**src/rtl/iir_fold_pkg.sv**
```systemverilog
// Shared types and defaults for the folded IIR scheduler.
// Holds the scheduler state enum and the phase-width helper.
package iir_fold_pkg;

  typedef enum logic [1:0] {
    IDLE = 2'd0,
    RUN  = 2'd1,
    DONE = 2'd2
  } sched_state_t;

  localparam int FOLD_DEFAULT = 3;
  localparam int CNTW_DEFAULT = 16;

  // Phase select width; never narrower than one bit.
  function automatic int phase_width(input int fold);
    return (fold <= 2) ? 1 : $clog2(fold);
  endfunction

endpackage

```
**src/rtl/iir_fold_scheduler_phase_counter.sv**
```systemverilog
// Modulo-FOLD phase counter with synchronous reset/clear, enable and a
// terminal-count flag that is high while the count sits on FOLD-1.
module fold_phase_counter
  import iir_fold_pkg::*;
#(
  parameter int FOLD = FOLD_DEFAULT,
  localparam int PW = phase_width(FOLD)
) (
  input  logic          clk,
  input  logic          rst,
  input  logic          clr,
  input  logic          en,
  output logic [PW-1:0] count,
  output logic          tc
);

  localparam logic [PW-1:0] LAST = PW'(FOLD - 1);

  assign tc = (count == LAST);

  // Wraps to zero after the last phase, so the count is already 0 when the
  // sequencer leaves the run state.
  always_ff @(posedge clk) begin
    if (rst || clr) begin
      count <= '0;
    end else if (en) begin
      count <= tc ? '0 : count + PW'(1);
    end
  end

endmodule

```
**src/rtl/iir_fold_scheduler.sv**
```systemverilog
// Control sequencer for the FOLD-way time-multiplexed IIR datapath.
// Optional macro IIR_SCHED_BACKPRESSURE_EN makes the result wait for out_ready.
module iir_fold_scheduler
  import iir_fold_pkg::*;
#(
  parameter int FOLD = FOLD_DEFAULT,
  parameter int CNTW = CNTW_DEFAULT,
  localparam int PW = phase_width(FOLD)
) (
  input  logic            clk,
  input  logic            rst,
  input  logic            in_valid,
  output logic            in_ready,
  output logic            sample_le,
  output logic [PW-1:0]   phase,
  output logic            mac_clr,
  output logic            mac_en,
  output logic            out_valid,
  input  logic            out_ready,
  output logic            state_we,
  output logic [CNTW-1:0] sample_cnt
);

  sched_state_t state;
  logic         accept;
  logic         out_fire;
  logic         run_last;
  logic         run_active;

  assign accept     = in_valid & in_ready;
  assign sample_le  = accept;
  assign run_active = (state == RUN);

`ifdef IIR_SCHED_BACKPRESSURE_EN
  assign out_fire = out_valid & out_ready;
`else
  // Without backpressure the result slot is a fixed single-cycle pulse.
  logic unused_out_ready;
  assign unused_out_ready = out_ready;
  assign out_fire         = out_valid;
`endif

  assign state_we = out_fire;

  fold_phase_counter #(
    .FOLD (FOLD)
  ) u_phase (
    .clk   (clk),
    .rst   (rst),
    .clr   (accept),
    .en    (run_active),
    .count (phase),
    .tc    (run_last)
  );

  // Handshake outputs are registered one step ahead of the state they
  // describe, so each is valid in the same cycle as the state it belongs to.
  always_ff @(posedge clk) begin
    if (rst) begin
      state      <= IDLE;
      in_ready   <= 1'b0;
      mac_clr    <= 1'b0;
      mac_en     <= 1'b0;
      out_valid  <= 1'b0;
      sample_cnt <= '0;
    end else begin
      case (state)
        IDLE: begin
          in_ready <= 1'b1;
          if (accept) begin
            state    <= RUN;
            in_ready <= 1'b0;
            mac_clr  <= 1'b1;
            mac_en   <= 1'b1;
          end
        end
        RUN: begin
          mac_clr <= 1'b0;
          if (run_last) begin
            state     <= DONE;
            mac_en    <= 1'b0;
            out_valid <= 1'b1;
          end
        end
        DONE: begin
          if (out_fire) begin
            state      <= IDLE;
            out_valid  <= 1'b0;
            in_ready   <= 1'b1;
            sample_cnt <= sample_cnt + CNTW'(1);
          end
        end
        default: begin
          state     <= IDLE;
          in_ready  <= 1'b0;
          mac_clr   <= 1'b0;
          mac_en    <= 1'b0;
          out_valid <= 1'b0;
        end
      endcase
    end
  end

endmodule
```
**config.mk**
```make
export PLATFORM = sky130hd
export DESIGN_NAME = iir_fold_scheduler
export DESIGN_NICKNAME = d
export VERILOG_FILES = /design/src/rtl/iir_fold_pkg.sv /design/src/rtl/iir_fold_scheduler_phase_counter.sv /design/src/rtl/iir_fold_scheduler.sv
export SDC_FILE = /design/constraint.sdc
export NUM_CORES = 1
export LEC_CHECK = 0
export CORE_UTILIZATION = 64
export DETAILED_ROUTE_END_ITERATION = 16
export DONT_BUFFER_PORTS = 1
export PLACE_DENSITY = 0.89
export REMOVE_ABC_BUFFERS = 1
export SLEW_MARGIN = 10
export SYNTH_ARGS = -nofsm -noshare
export SYNTH_HDL_FRONTEND = slang
export SYNTH_HIERARCHICAL = 1
export SYNTH_SLANG_ARGS = --single-unit
export TNS_END_PERCENT = 30
```
**constraint.sdc**
```tcl
create_clock -name clk -period 4 [get_ports clk]
set_input_delay 0.6 -clock clk [delete_from_list [all_inputs] [get_ports clk]]
set_output_delay 0.6 -clock clk [all_outputs]
set_load 0.02 [all_outputs]
```
==> results.yml <==
power:
  leakagePower_nw: 0.356
  peakVddDrop_mv: 0.281
  power_frac_clock_pct: 32.0
  internal_power_of_the_cells_mw: 0.309
  total_switching_power_mw: 0.0913
  pwr_density_cell_nw_per_um2: 364
  comb_power_share_pct: 4.2
  power.share.switching_pct: 22.8
  power.share.sequential_pct: 63.7
timing:
  rsz0062_at_grt: "false"
  timing.clock.skew_ns: 0.00404
  hold_ws_ns: 0.332
  setup-tns-final_ns: 0
  timing.max_slew.rel_slack_pct: 61.6
  achievable-frequency_ghz: 0.491
  hold_viol: 0
  slew_at_the_pin_closest_to_its_max_slew_limit_ns: 0.575
  period_share_pct: 50.9
  post-route-min-period_ns: 2.04
  setup_viol_count_final: 0
  timing_max_transition_violations_final: 0
drt:
  drt_wl_total_um: 2010
  drtAntennaViolNets: 0
  vias_per_cell: 6.31
  vias: 865
  drt_first_pass_iters: 4
  post_drt_wl_per_cell_um: 14.6
  drc: 0
  initialDrtViolationCount: 6
final_layout:
  layout-drive-gt1-share_pct: 6.61
  layout_common_cells: "sky130_fd_sc_hd__dfxtp_1 (24), sky130_fd_sc_hd__nor2_1 (13), sky130_fd_sc_hd__a21oi_1 (9), sky130_fd_sc_hd__nor3_1 (8), sky130_fd_sc_hd__xnor2_1 (7)"
  num-fill-cells: 137
  stdcell_count: 137
  area_growth_pct: 2.09
  layout_commonest_cell: "sky130_fd_sc_hd__dfxtp_1"
  num-nets-final: 127
  multi_input_area_um2: 541
  insertedDiodeCount: 0
  area.sequential_um2: 480
grt:
  grt_max_degree: 25
  global_route.overflow_total: 0
  grt_first_pass_wirelength_um: 3430
  grtUsageTotal_pct: 24.6
  vias_in_the_first_global_route: 822
  antenna_found_initial: 0
logic_synthesis:
  postSynthRegisterBits: 24
  number_of_enable_type_register_cells_in_the_synthesized_netlist: 0
  post-synth-top-area-cell: "sky130_fd_sc_hd__dfxtp_1"
  synth_area_um2: 1080
  yosys_warnings: 6
  ys_seq_area_share_pct: 44.6
  ys_top_cells_by_area: "sky130_fd_sc_hd__dfxtp_1 (45%), sky130_fd_sc_hd__xnor2_1 (5.7%), sky130_fd_sc_hd__nor2_1 (4.5%)"
  synth-async-reset-ratio_pct: 0
  synth_top_cell_area_share_pct: 44.6
  netlist-cell-type-count: 35
  dominantRegCellSynth: "sky130_fd_sc_hd__dfxtp_1"
  synthesis.instances: 124
  postSynthAreaPerCell_um2: 8.69
worst_setup_path:
  required_ns: 4.26
  critPathLaunchType: "register"
  worst_ep_arrival_time_ns: 2.30
  setup.worst_path.class: "register to register"
  cp-end-kind: "register"
  crit_fanout: 8
clock_tree:
  cts.clk_slew.worst_paths_ns: 0.13
  ctsLongestPathBuffers: 2
  cts.repair_timing.setup_buffer_count: 0
  cts_repair_resize_count: 0
  cts_max_level: 1
  clock_sink_total: 24
  post_cts_hold_buffer_count: 0
  clk-insertion-delay-late_ns: 0.32
  tritoncts: "done"
  clk_root_buffer_cell: "sky130_fd_sc_hd__clkbuf_4"
  numCtsBuffers: 3
placed_design:
  place.detailed.instances: 133
  port_buffers: 0
  dp_hpwl_um: 1410
  place.gp.congestion: 0.723
floorplanning:
  floorplan.die_area_um2: 1850
  starting_density_of_the_core_pct: 69.9
  fp.coreArea_um2: 1540
  placement_rows: 14
  die_height_um: 43.0
  ios: 28
  fp.dieW_um: 43.0
min_path:
  min_path_type: "input port to register"
run:
  max-cap-violations: 0
status:
  status: "completed"
==> state kept, by name, summed over array words and instances, names as in the netlist <==
register       flops
sample_cnt        16
state              2
u_phase/count      2
in_ready           1
mac_clr            1
mac_en             1
out_valid          1
==> worst paths after layout <==
kind                            slack (ns)                        start  cells past startpoint                           to
worst min-delay path                  0.33                          rst                      1   sample_cnt[8]$_SDFFE_PP0P_
worst min register to register        0.60  sample_cnt[14]$_SDFFE_PP0P_                      2  sample_cnt[14]$_SDFFE_PP0P_
worst max register to register        1.96       out_valid$_SDFFE_PP0P_                      4  sample_cnt[13]$_SDFFE_PP0P_
worst max-delay path                  1.96       out_valid$_SDFFE_PP0P_                      4  sample_cnt[13]$_SDFFE_PP0P_
==> metal layers <==
layer | global-route usage [%] | routed length, um | vias to the layer above
met5 | 0 | 0 | -
met4 | 13.9 | 40 | 0
met3 | 6.38 | 113 | 5
met2 | 37.6 | 954 | 24
met1 | 31.4 | 898 | 400
li1 | - | - | 436
==> worst max-delay path: stages, from the launching register on <==
cell and delay, ns:
sky130_fd_sc_hd__dfxtp_1 0.71, sky130_fd_sc_hd__and3b_1 0.41, sky130_fd_sc_hd__nand3_1 0.17, sky130_fd_sc_hd__or4_1 0.54, sky130_fd_sc_hd__a21oi_1 0.15
==> layout make-up <==
type,count,area share (%)
Multi-Input combinational cell,87,49.1
Sequential cell,24,43.7
Clock buffer,4,3.30
Inverter,6,2.05
Tap cell,16,1.82
==> kinds of logic (layout without fill, tap and decap cells) <==
| logic type | after synthesis | after routing | synth area share (%) |
|---|---|---|---|
| flip-flops | 24 | 24 | 44.6 |
| buffers and inverters | 13 | 10 | 5.23 |
| adder cells (fa/ha/maj) | 1 | 1 | 1.16 |
| XOR/XNOR | 10 | 10 | 8.13 |
| AND/OR/NAND/NOR | 54 | 54 | 27.4 |
| multiplexers | 1 | 1 | 1.05 |
| AO/OA/AOI/OAI | 21 | 21 | 12.4 |
==> per-stage QoR <==
step	power [mW]	setup slack (ns)	utilization (%)	cell area, um^2
final	0.400	1.96	71.3	1100
after global placement	0.276	2.07	69.0	1060
after detailed placement	0.277	2.00	69.0	1060
after floorplan	0.274	2.18	-	1040
after global routing	0.414	1.86	71.3	1100
after CTS	0.403	1.97	71.3	1100
==> cell usage after synthesis (2+ instances only) <==
| cell type | n |
|---|---|
| sky130_fd_sc_hd__dfxtp_1 | 24 |
| sky130_fd_sc_hd__nand2b_1 | 2 |
| sky130_fd_sc_hd__nor2b_1 | 2 |
| sky130_fd_sc_hd__nor4_1 | 2 |
| sky130_fd_sc_hd__xnor2_1 | 7 |
| sky130_fd_sc_hd__nand4_1 | 4 |
| sky130_fd_sc_hd__xor2_1 | 3 |
| sky130_fd_sc_hd__nand2_1 | 6 |
| sky130_fd_sc_hd__or3_1 | 2 |
| sky130_fd_sc_hd__nor3_1 | 8 |
| sky130_fd_sc_hd__nand3_1 | 5 |
| sky130_fd_sc_hd__clkbuf_1 | 2 |
| sky130_fd_sc_hd__nor2_1 | 13 |
| sky130_fd_sc_hd__buf_2 | 3 |
| sky130_fd_sc_hd__inv_1 | 6 |
| sky130_fd_sc_hd__o31ai_1 | 3 |
| sky130_fd_sc_hd__a21oi_1 | 9 |
| sky130_fd_sc_hd__o21ai_0 | 3 |
| sky130_fd_sc_hd__or4_1 | 3 |
| sky130_fd_sc_hd__nand3b_1 | 2 |
==> power groups by stage <==
stage	logic [mW]	clock network, mW	registers (mW)
4_1_cts	0.0172	0.131	0.255
5_1_grt	0.0188	0.139	0.256
6_report	0.0169	0.128	0.255
3_3_place_gp	0.0162	0	0.260
3_5_place_dp	0.0169	0	0.260
2_1_floorplan	0.0153	0	0.259
Note: power is estimated with default switching activity, not from simulation.
